`src/rtl/hazard_pkg.sv`:
```
// -----------------------------------------------------------------------------
// hazard_pkg
// Shared types and defaults for the pipeline hazard / forwarding controller.
//   fwd_sel_e    : operand source select (register file, WB stage, MEM stage)
//   stage_ctrl_t : per-stage shadow control bits that qualify a register write
//   writes_reg() : "this stage writes register r" predicate, with optional
//                  hardwired-zero register suppression
// No ports (package).
// -----------------------------------------------------------------------------
package hazard_pkg;

    localparam int XLEN_DEF = 64;
    localparam int NREG_DEF = 32;

    typedef enum logic [1:0] {
        FWD_RF  = 2'b00,
        FWD_WB  = 2'b01,
        FWD_MEM = 2'b10
    } fwd_sel_e;

    // Control half of a shadow stage; register indices are kept beside it
    // because their width depends on the instantiating module's NREG.
    typedef struct packed {
        logic valid;
        logic regwrite;
    } stage_ctrl_t;

    // wr_en   : stage valid & regwrite
    // match   : stage rd equals the register being asked about
    // is_zero : the register being asked about is index 0
    function automatic logic writes_reg(input logic wr_en, input logic match,
                                        input logic is_zero, input bit zero_reg);
        return wr_en & match & ~(zero_reg & is_zero);
    endfunction

endpackage

```
`src/rtl/hazard_fwd_unit_fwd_mux.sv`:
```
// -----------------------------------------------------------------------------
// fwd_mux
// Per-operand priority compare and 3:1 operand select.
// MEM has priority over WB; a MEM-stage load is never a forwarding source
// because its data does not exist yet (the load-use stall covers that case).
// With USE_MEM = 0 the MEM leg is disabled, giving the WB-only write-through
// variant used for the ID operands.
// Ports:
//   src         : source register index being read
//   rf_data     : value read without forwarding
//   mem_wr      : MEM stage valid & regwrite
//   mem_memread : MEM stage holds a load
//   mem_rd      : MEM stage destination index
//   mem_data    : MEM stage ALU result
//   wb_wr       : WB stage valid & regwrite
//   wb_rd       : WB stage destination index
//   wb_data     : value written back this cycle
//   sel         : chosen source (fwd_sel_e)
//   op          : selected operand value
// -----------------------------------------------------------------------------
module fwd_mux
    import hazard_pkg::*;
#(
    parameter int XLEN     = XLEN_DEF,
    parameter int AW       = 5,
    parameter bit ZERO_REG = 1'b1,
    parameter bit USE_MEM  = 1'b1
) (
    input  logic [AW-1:0]   src,
    input  logic [XLEN-1:0] rf_data,
    input  logic            mem_wr,
    input  logic            mem_memread,
    input  logic [AW-1:0]   mem_rd,
    input  logic [XLEN-1:0] mem_data,
    input  logic            wb_wr,
    input  logic [AW-1:0]   wb_rd,
    input  logic [XLEN-1:0] wb_data,
    output fwd_sel_e        sel,
    output logic [XLEN-1:0] op
);

    logic src_zero;
    logic mem_hit;
    logic wb_hit;

    assign src_zero = (src == '0);

    always_comb begin
        mem_hit = USE_MEM & ~mem_memread &
                  writes_reg(mem_wr, mem_rd == src, src_zero, ZERO_REG);
        wb_hit  = writes_reg(wb_wr, wb_rd == src, src_zero, ZERO_REG);
        sel     = FWD_RF;
        op      = rf_data;
        if (mem_hit) begin
            sel = FWD_MEM;
            op  = mem_data;
        end else if (wb_hit) begin
            sel = FWD_WB;
            op  = wb_data;
        end
    end

endmodule

```
`src/rtl/hazard_fwd_unit.sv`:
```
// -----------------------------------------------------------------------------
// hazard_fwd_unit
// Hazard and forwarding controller for a 5-stage IF/ID/EX/MEM/WB core.
// Keeps a shadow pipeline (EX, MEM, WB) of destination/control info and from
// it produces forwarded EX operands, write-through ID operands, one-cycle
// load-use stalls and IF/ID + ID/EX squashes on taken branches.
// Optional build macro: HAZARD_PERF_EN adds saturating 32-bit event counters
// perf_stall_cnt / perf_flush_cnt / perf_fwd_cnt.
// Ports:
//   clk, reset                 : clock, asynchronous active-high reset
//   id_valid                   : ID holds a real instruction
//   id_rs1/id_rs2              : ID source indices
//   id_uses_rs1/id_uses_rs2    : instruction really reads rs1/rs2
//   id_rd, id_regwrite, id_memread : ID destination and control
//   id_rs1data/id_rs2data      : register file read data
//   ex_rs1data/ex_rs2data      : ID/EX latched operand data
//   ex_branch_taken            : branch in EX resolved taken
//   mem_alures                 : EX/MEM ALU result
//   wb_data                    : write-back value this cycle
//   stall                      : hold PC and IF/ID
//   bubble_idex                : load NOP controls into ID/EX
//   flush_ifid                 : clear IF/ID
//   fwd_a_sel/fwd_b_sel        : 00 regfile, 01 WB, 10 MEM
//   ex_op_a/ex_op_b            : forwarded EX operands
//   id_op_a/id_op_b            : write-through ID operands
// -----------------------------------------------------------------------------
module hazard_fwd_unit
    import hazard_pkg::*;
#(
    parameter int   XLEN     = XLEN_DEF,
    parameter int   NREG     = NREG_DEF,
    parameter bit   ZERO_REG = 1'b1,
    localparam int  AW       = $clog2(NREG)
) (
    input  logic            clk,
    input  logic            reset,
    input  logic            id_valid,
    input  logic [AW-1:0]   id_rs1,
    input  logic [AW-1:0]   id_rs2,
    input  logic            id_uses_rs1,
    input  logic            id_uses_rs2,
    input  logic [AW-1:0]   id_rd,
    input  logic            id_regwrite,
    input  logic            id_memread,
    input  logic [XLEN-1:0] id_rs1data,
    input  logic [XLEN-1:0] id_rs2data,
    input  logic [XLEN-1:0] ex_rs1data,
    input  logic [XLEN-1:0] ex_rs2data,
    input  logic            ex_branch_taken,
    input  logic [XLEN-1:0] mem_alures,
    input  logic [XLEN-1:0] wb_data,
`ifdef HAZARD_PERF_EN
    output logic [31:0]     perf_stall_cnt,
    output logic [31:0]     perf_flush_cnt,
    output logic [31:0]     perf_fwd_cnt,
`endif
    output logic            stall,
    output logic            bubble_idex,
    output logic            flush_ifid,
    output logic [1:0]      fwd_a_sel,
    output logic [1:0]      fwd_b_sel,
    output logic [XLEN-1:0] ex_op_a,
    output logic [XLEN-1:0] ex_op_b,
    output logic [XLEN-1:0] id_op_a,
    output logic [XLEN-1:0] id_op_b
);

    // Shadow pipeline
    stage_ctrl_t   ex_ctrl, mem_ctrl, wb_ctrl;
    logic          ex_memread, mem_memread;
    logic [AW-1:0] ex_rs1, ex_rs2, ex_rd, mem_rd, wb_rd;

    always_ff @(posedge clk or posedge reset) begin
        if (reset) begin
            ex_ctrl     <= '0;
            mem_ctrl    <= '0;
            wb_ctrl     <= '0;
            ex_memread  <= 1'b0;
            mem_memread <= 1'b0;
            ex_rs1      <= '0;
            ex_rs2      <= '0;
            ex_rd       <= '0;
            mem_rd      <= '0;
            wb_rd       <= '0;
        end else begin
            wb_ctrl     <= mem_ctrl;
            wb_rd       <= mem_rd;
            mem_ctrl    <= ex_ctrl;
            mem_rd      <= ex_rd;
            mem_memread <= ex_memread;
            if (bubble_idex) begin
                ex_ctrl    <= '0;
                ex_memread <= 1'b0;
                ex_rs1     <= '0;
                ex_rs2     <= '0;
                ex_rd      <= '0;
            end else begin
                ex_ctrl.valid    <= id_valid;
                ex_ctrl.regwrite <= id_regwrite;
                ex_memread       <= id_memread;
                ex_rs1           <= id_rs1;
                ex_rs2           <= id_rs2;
                ex_rd            <= id_rd;
            end
        end
    end

    // Load-use detection: a load in EX whose destination is read by ID.
    logic ex_load_writes;
    logic load_use;

    assign ex_load_writes = ex_memread &
                            writes_reg(ex_ctrl.valid & ex_ctrl.regwrite, 1'b1,
                                       ex_rd == '0, ZERO_REG);
    assign load_use = id_valid & ex_load_writes &
                      ((id_uses_rs1 & (id_rs1 == ex_rd)) |
                       (id_uses_rs2 & (id_rs2 == ex_rd)));

    // A taken branch squashes the ID instruction anyway, so it overrides the
    // stall. The flush is masked during reset so every control output drops
    // the moment reset is asserted.
    assign flush_ifid  = ex_branch_taken & ~reset;
    assign stall       = load_use & ~ex_branch_taken;
    assign bubble_idex = stall | flush_ifid;

    logic mem_wr, wb_wr;
    assign mem_wr = mem_ctrl.valid & mem_ctrl.regwrite;
    assign wb_wr  = wb_ctrl.valid & wb_ctrl.regwrite;

    fwd_sel_e sel_a, sel_b, id_sel_a_unused, id_sel_b_unused;

    fwd_mux #(.XLEN(XLEN), .AW(AW), .ZERO_REG(ZERO_REG), .USE_MEM(1'b1)) u_fwd_ex_a (
        .src(ex_rs1), .rf_data(ex_rs1data),
        .mem_wr(mem_wr), .mem_memread(mem_memread), .mem_rd(mem_rd), .mem_data(mem_alures),
        .wb_wr(wb_wr), .wb_rd(wb_rd), .wb_data(wb_data),
        .sel(sel_a), .op(ex_op_a)
    );

    fwd_mux #(.XLEN(XLEN), .AW(AW), .ZERO_REG(ZERO_REG), .USE_MEM(1'b1)) u_fwd_ex_b (
        .src(ex_rs2), .rf_data(ex_rs2data),
        .mem_wr(mem_wr), .mem_memread(mem_memread), .mem_rd(mem_rd), .mem_data(mem_alures),
        .wb_wr(wb_wr), .wb_rd(wb_rd), .wb_data(wb_data),
        .sel(sel_b), .op(ex_op_b)
    );

    // ID write-through covers the register file's same-edge read-before-write.
    fwd_mux #(.XLEN(XLEN), .AW(AW), .ZERO_REG(ZERO_REG), .USE_MEM(1'b0)) u_fwd_id_a (
        .src(id_rs1), .rf_data(id_rs1data),
        .mem_wr(1'b0), .mem_memread(1'b0), .mem_rd('0), .mem_data('0),
        .wb_wr(wb_wr), .wb_rd(wb_rd), .wb_data(wb_data),
        .sel(id_sel_a_unused), .op(id_op_a)
    );

    fwd_mux #(.XLEN(XLEN), .AW(AW), .ZERO_REG(ZERO_REG), .USE_MEM(1'b0)) u_fwd_id_b (
        .src(id_rs2), .rf_data(id_rs2data),
        .mem_wr(1'b0), .mem_memread(1'b0), .mem_rd('0), .mem_data('0),
        .wb_wr(wb_wr), .wb_rd(wb_rd), .wb_data(wb_data),
        .sel(id_sel_b_unused), .op(id_op_b)
    );

    assign fwd_a_sel = sel_a;
    assign fwd_b_sel = sel_b;

`ifdef HAZARD_PERF_EN
    logic any_fwd;
    assign any_fwd = (sel_a != FWD_RF) | (sel_b != FWD_RF);

    always_ff @(posedge clk or posedge reset) begin
        if (reset) begin
            perf_stall_cnt <= '0;
            perf_flush_cnt <= '0;
            perf_fwd_cnt   <= '0;
        end else begin
            if (stall && perf_stall_cnt != 32'hFFFF_FFFF)
                perf_stall_cnt <= perf_stall_cnt + 32'd1;
            if (flush_ifid && perf_flush_cnt != 32'hFFFF_FFFF)
                perf_flush_cnt <= perf_flush_cnt + 32'd1;
            if (any_fwd && perf_fwd_cnt != 32'hFFFF_FFFF)
                perf_fwd_cnt <= perf_fwd_cnt + 32'd1;
        end
    end
`endif

endmodule

```
`config.mk`:
```
export PLATFORM = sky130hd
export DESIGN_NAME = hazard_fwd_unit
export DESIGN_NICKNAME = d
export VERILOG_FILES = /design/src/rtl/hazard_pkg.sv /design/src/rtl/hazard_fwd_unit_fwd_mux.sv /design/src/rtl/hazard_fwd_unit.sv
export SDC_FILE = /design/constraint.sdc
export NUM_CORES = 1
export LEC_CHECK = 0
export BUFFER_PORTS_ARGS = -buffer_cell sky130_fd_sc_hd__buf_2
export CORE_AREA = 2 2 263 265
export DETAILED_ROUTE_END_ITERATION = 10
export DIE_AREA = 0 0 265 267
export PLACE_DENSITY = 0.35
export SLEW_MARGIN = 20
export SYNTH_ARGS = -nofsm -noshare
export SYNTH_HDL_FRONTEND = slang
export SYNTH_SLANG_ARGS = --single-unit
export TNS_END_PERCENT = 100
```
`constraint.sdc`:
```
create_clock -name clk -period 2.85 [get_ports clk]
set_input_delay 0.57 -clock clk [delete_from_list [all_inputs] [get_ports clk]]
set_output_delay 0.57 -clock clk [all_outputs]
set_load 0.01 [all_outputs]
```
==> results of run 1 <==
critical path: stages (launching register included):
cell and delay, ns:
dfrtp_1 0.35, nand3b_1 0.18, or4_1 0.55, or4_4 0.47, buf_12 0.18, buf_6 0.15
nor2_1 0.10, a21oi_1 0.09, buf_2 0.17
stage by stage:
stage,setup WS [ns],hold slack [ns],area (µm²),util
final,-0.275,0.381,14000,0.206
after CTS,-0.288,0.381,12500,0.184
after floorplan,0.290,0.353,5700,-
after global placement,-0.130,0.367,10700,0.157
after detailed placement,-0.106,0.369,10700,0.157
after global routing,-0.330,0.401,14000,0.206
synth_stat cells:
cell type    n  area (µm²)
and2_1       1        6.26
o41ai_1      2        17.5
dfrtp_1     33         826
a2111oi_2    2        30.0
o211ai_1     1        7.51
nor3_1       2        10.0
buf_4        2        15.0
or3_1        1        6.26
nor4_1       3        18.8
nor2_1     134         503
buf_1        4        15.0
inv_1        5        18.8
buf_2       33         165
and3_1      19         119
a21oi_1    118         591
nand3_1      1        5.00
mux2_2     128        1440
a31oi_1     37         231
o22ai_1      1        6.26
nand2_1    111         417
clkbuf_1    25        93.8
mux2i_1     64         641
nand4_1      4        25.0
nand3b_1     1        7.51
and2_0       1        6.26
nand3_2      2        20.0
or4_4        1        11.3
buf_6        8        90.1
xnor2_1     20         175
xor2_1      18         158
or4_1        3        22.5
power groups by stage:
| stage | Sequential (mW) | Combinational [mW] | Clock [mW] |
|---|---|---|---|
| floorplan | 0.526 | 0.451 | 0 |
| detailed placement | 0.542 | 1.17 | 0 |
| global placement | 0.542 | 1.17 | 0 |
| CTS | 0.536 | 1.30 | 0.647 |
| global route | 0.540 | 1.52 | 0.671 |
| finish | 0.536 | 1.42 | 0.631 |
cells by family (layout without fill, tap and decap cells):
| logic type | Yosys count | in the layout | share of synthesized area |
|---|---|---|---|
| simple gates | 284 | 284 | 0.207 |
| mux | 192 | 192 | 0.365 |
| compound gates | 161 | 161 | 0.155 |
| buf+inv | 77 | 852 | 0.0698 |
| xor+xnor | 38 | 38 | 0.0584 |
| flops | 33 | 33 | 0.145 |
| other cells | 0 | 9 | 0 |
cell type report:
cell class                 count  share of cell area
timing repair buffer         839               0.462
multi-input combinational    675               0.384
tap                          882              0.0789
sequential                    33              0.0595
clock buffer                   6             0.00993
clock inverter                 2             0.00268
antenna                        9             0.00161
inverter                       5             0.00134
registers in the layout, summed over array words and instances, names as in the netlist:
name         count
mem_rd           5
ex_rd            5
wb_rd            5
mem_ctrl         2
ex_ctrl          2
ex_rs1           5
mem_memread      1
ex_rs2           5
wb_ctrl          2
ex_memread       1
repair_timing:
item                                    4_1_cts  5_1_grt
gates cloned                                 14       19
pin swaps                                    98       41
resized for setup                           222      200
endpoints found under the setup margin      259      258
setup buffers                                34       29
layer usage:
metal	up-vias	global-route usage	part of all wire
li1	4330	-	-
met1	4495	0.165	0.40
met2	538	0.248	0.50
met3	84	0.0320	0.069
met4	14	0.0498	0.030
met5	-	0	0.0014
final timing paths:
| path | startpoint | endpoint | slack, ns | cells past startpoint |
|---|---|---|---|---|
| worst max-delay path | mem_memread | ex_op_a[52] | -0.28 | 8 |
| worst min-delay path | mem_ctrl[0] | wb_ctrl[0] | 0.38 | 0 |
| worst max register to register | ex_rd[1] | ex_rs1[2] | 0.91 | 4 |
| worst min register to register | mem_ctrl[0] | wb_ctrl[0] | 0.38 | 0 |
| max in group asynchronous | reset | wb_rd[1] | 2.11 | 3 |
| min in group asynchronous | reset | ex_rd[2] | 0.40 | 3 |
==> flow_metrics.tcl, run 1 <==
set metrics [dict create \
    grt_pass1_wl_um 70800 \
    total_power_mw 2.59 \
    std_cell_rows 96 \
    yosys.cell_types.count 31 \
    ys_ff_latch 33 \
    cp-end-kind "primary output" \
    num_vias 9461 \
    grt_pass1_vias 9545 \
    mostFrequentLayoutCells "buf_2 (561), buf_6 (141), mux2_2 (121), nor2_1 (91), a21oi_1 (73)" \
    cts_root_buf "clkbuf_16" \
    antenna_found_initial 30 \
    synth.net_count 1192 \
    internal-power_mw 1.67 \
    cts_hold_buf 0 \
    relSlewSlack 0.616 \
    hold_class "flop to flop" \
    max_freq_mhz 320 \
    critical_path.startpoint_type "flop" \
    rsz0062_at_grt "yes" \
    worstMarginPinSlew_ns 0.574 \
    syn_avg_cell_area_um2 7.26 \
    crit_type "flop to primary output" \
    clock_skew_ns 0.00472 \
    p_sw_frac 0.357 \
    min_period_ns 3.13 \
    crit_required_ns 2.28 \
    syn_area_um2 5700 \
    core_area_um2 68000 \
    globalplace.congestion 0.841 \
    cts.clk_slew.worst_paths_ns 0.05 \
    crit_fanout 14 \
    hold_viol_final 0 \
    p_clk_frac 0.244 \
    cap_viol_max_count 0 \
    dp_hpwl_um 42600 \
    fin_crit_sh 1.10 \
    syn_inst 785 \
    multiInputGateArea_um2 5370 \
    cts_sinks 33 \
    htreeDepth 2 \
    avgViaCountPerCell 3.86 \
    ant_nets 0 \
    cts_tree "yes" \
    grt.total_usage 0.140 \
    status "finished with violations" \
    p_switching_uw 924 \
    grt_overflow 0 \
    clk_latency_ns 0.28 \
    area_growth_pct 146 \
    final_nets 1966 \
    route.detailed.drc 0 \
    wire_per_inst_um 24.3 \
    seq_power_share 0.207 \
    cts_buffer_depth 2 \
    setup_viol 252 \
    fp.dieArea_um2 70800 \
    dp_cells 2347 \
    ios 670 \
    routed_wl_um 59600 \
    initial_core_util 0.0838 \
    instances_no_fill 2451 \
    drv_slew 0 \
    numCtsBuffers 5 \
    fp.dieW_um 265 \
    port_buffers 669 \
    first_pass_iters 6 \
    power_density_nw_per_um2 185 \
    die_h_um 267 \
    yosysSeqAreaShare 0.145 \
    tns_ns -36.37 \
    drt_first_iter_violations 451 \
    setup_ws_ns -0.275 \
    vdd_drop_max_mv 0.204 \
    mostFrequentLayoutCell "buf_2" \
    p_comb_frac 0.550 \
    cellLeakagePower_nw 6.66 \
    grt_max_degree 38 \
    yosys_warnings 0 \
    drive_gt1_frac 0.731 \
    nFillCells 7704 \
    register_area_um2 832 \
    violations "setup timing" \
    cp.arrival_ns 2.56 \
]
No activity file was read; power rests on OpenSTA's default activity.
==> run 2: changes to the inputs <==
==> constraint.sdc (replaced) <==
create_clock -name clk -period 3.3 [get_ports clk]
set_input_delay 0.66 -clock clk [delete_from_list [all_inputs] [get_ports clk]]
set_output_delay 0.66 -clock clk [all_outputs]
set_load 0.01 [all_outputs]
==> run 2 against run 1 <==
Compared with the run above: the run now ends clean; clock skew shrank 0.0027 ns; highest routed layer unchanged; power shrank 28%; worst hold slack lost 0.0032 ns; non-clock buffer count decreased by 135; largest cell class is now multi-input gates.
==> flow_metrics.tcl, run 2 (synthesized netlist as in run 1, its figures left out) <==
set metrics [dict create \
    reg2reg_to "ex_rs2[1]" \
    grt_overflow 0 \
    holdPathStages 0 \
    clock_skew_ns 0.00201 \
    routed_wl_um 48100 \
    fp.dieW_um 265 \
    clk_latency_ns 0.27 \
    drv_slew 0 \
    register_area_um2 831 \
    grt_pass1_wl_um 63400 \
    mostFrequentLayoutCells "buf_2 (669), nor2_1 (131), mux2_2 (128), a21oi_1 (116), nand2_1 (111)" \
    setup_viol 0 \
    cts_tree "yes" \
    rsz0062_at_grt "yes" \
    grt_max_degree 64 \
    ant_nets 0 \
    crit_required_ns 2.64 \
    dp_hpwl_um 41400 \
    hold_viol_final 0 \
    critical_path.startpoint_type "flop" \
    mostFrequentLayoutCell "buf_2" \
    cap_viol_max_count 0 \
    nFillCells 7962 \
    max_freq_mhz 306 \
    cp-end-kind "primary output" \
    num_vias 8651 \
    grt_pass1_vias 8497 \
    ios 670 \
    die_h_um 267 \
    crit_fanout 58 \
    seq_power_share 0.250 \
    cp.arrival_ns 2.61 \
    numCtsBuffers 5 \
    final_area_um2 10400 \
    globalplace.congestion 0.865 \
    p_sw_frac 0.372 \
    total_power_mw 1.88 \
    vdd_drop_max_mv 0.184 \
    route.detailed.drc 0 \
    rr_worst_depth 4 \
    cts_root_buf "clkbuf_16" \
    final_nets 1831 \
    grt.total_usage 0.124 \
    cts_sinks 33 \
    postLayoutCoreUtil 0.153 \
    power_density_nw_per_um2 180 \
    drive_gt1_frac 0.603 \
    cellLeakagePower_nw 5.11 \
    reg2reg_setup_slack_ns 1.27 \
    port_buffers 669 \
    wire_per_inst_um 20.8 \
    min_period_ns 3.27 \
    multiInputGateArea_um2 4550 \
    crit_path_end "ex_op_a[28]" \
    p_switching_uw 698 \
    std_cell_rows 96 \
    fin_crit_sh 0.990 \
    htreeDepth 2 \
    internal-power_mw 1.18 \
    drt_first_iter_violations 383 \
    placed_area_um2 10200 \
    first_pass_iters 5 \
    p_clk_frac 0.232 \
    hold_class "flop to flop" \
    initial_core_util 0.0838 \
    reg2reg_from "ex_rd[1]" \
    relSlewSlack 0.570 \
    cts_hold_buf 0 \
    cts.clk_slew.worst_paths_ns 0.05 \
    p_comb_frac 0.518 \
    avgViaCountPerCell 3.74 \
    critical_path.startpoint "mem_rd[3]" \
    status "finished, final reports clean" \
    core_area_um2 68000 \
    area_growth_pct 82.8 \
    min_from "mem_ctrl[0]" \
    crit_type "flop to primary output" \
    antenna_found_initial 32 \
    fp.dieArea_um2 70800 \
    cts_buffer_depth 2 \
    worstMarginPinSlew_ns 0.642 \
]
==> run 2: cell count changes in the layout (fill, tap and decap cells not counted), moves of 40 or more <==
cell     delta
buf_4      -45
buf_2     +108
buf_6     -136
nor2_1     +40
a21oi_1    +43
nand2_1    +45
==> run 2: layout make-up <==
| cell class | instances | share of cell area |
|---|---|---|
| well taps | 882 | 0.106 |
| repair buffers | 704 | 0.361 |
| clock buffers | 5 | 0.0120 |
| diodes | 5 | 0.00120 |
| multi-input cells | 675 | 0.436 |
| inverters | 5 | 0.00180 |
| clock inverters | 3 | 0.00168 |
| flip-flops and latches | 33 | 0.0798 |
==> run 2: metrics by stage <==
stage	std cells	TNS (ns)	setup slack [ns]	hold WS [ns]
floorplan	785	0	0.650	0.353
global placement	2296	-0.00569	-0.00440	0.366
detailed placement	2296	-0.0933	-0.0242	0.369
CTS	2306	0	0.00436	0.380
global route	2312	-0.157	-0.0558	0.387
finish	2312	0	0.0324	0.378
==> run 2: per-layer routing <==
layer  vias up  track usage  wire, µm
met5         -            0       115
met4        18       0.0331      1290
met3        69       0.0301      3890
met2       512        0.221     23500
met1      4016        0.149     19200
li1       4036            -         -
==> run 2: power by group through the flow <==
stage / sequential (mW) / combinational, mW / clock (mW)
detailed placement: 0.474 / 0.974 / 0
CTS: 0.467 / 0.982 / 0.450
finish: 0.469 / 0.971 / 0.435
global placement: 0.473 / 0.973 / 0
floorplan: 0.455 / 0.390 / 0
global route: 0.472 / 1.05 / 0.470
==> run 2: repair_timing <==
| item | CTS | global route |
|---|---|---|
| endpoints found under the setup margin | 68 | 60 |
| setup buffers | 2 | 1 |
| pin swaps | 2 | 2 |
| resized for setup | 6 | 12 |
==> run 2: how the worst min path moves through the flow <==
stage	endpoint	slack [ns]
6_report	wb_ctrl[0]	0.38
5_1_grt	mem_ctrl[0]	0.39
4_1_cts	mem_ctrl[0]	0.38
3_5_place_dp	wb_ctrl[1]	0.37
3_3_place_gp	wb_ctrl[0]	0.37
2_1_floorplan	mem_ctrl[0]	0.35
==> run 2: critical path, cell delays in order (launching register included) <==
cell,delay (ns)
dfrtp_1,0.41
xor2_1,0.17
or4_1,0.51
or4_4,0.50
buf_12,0.20
nor2_1,0.13
a21oi_1,0.06
buf_4,0.16
buf_2,0.14
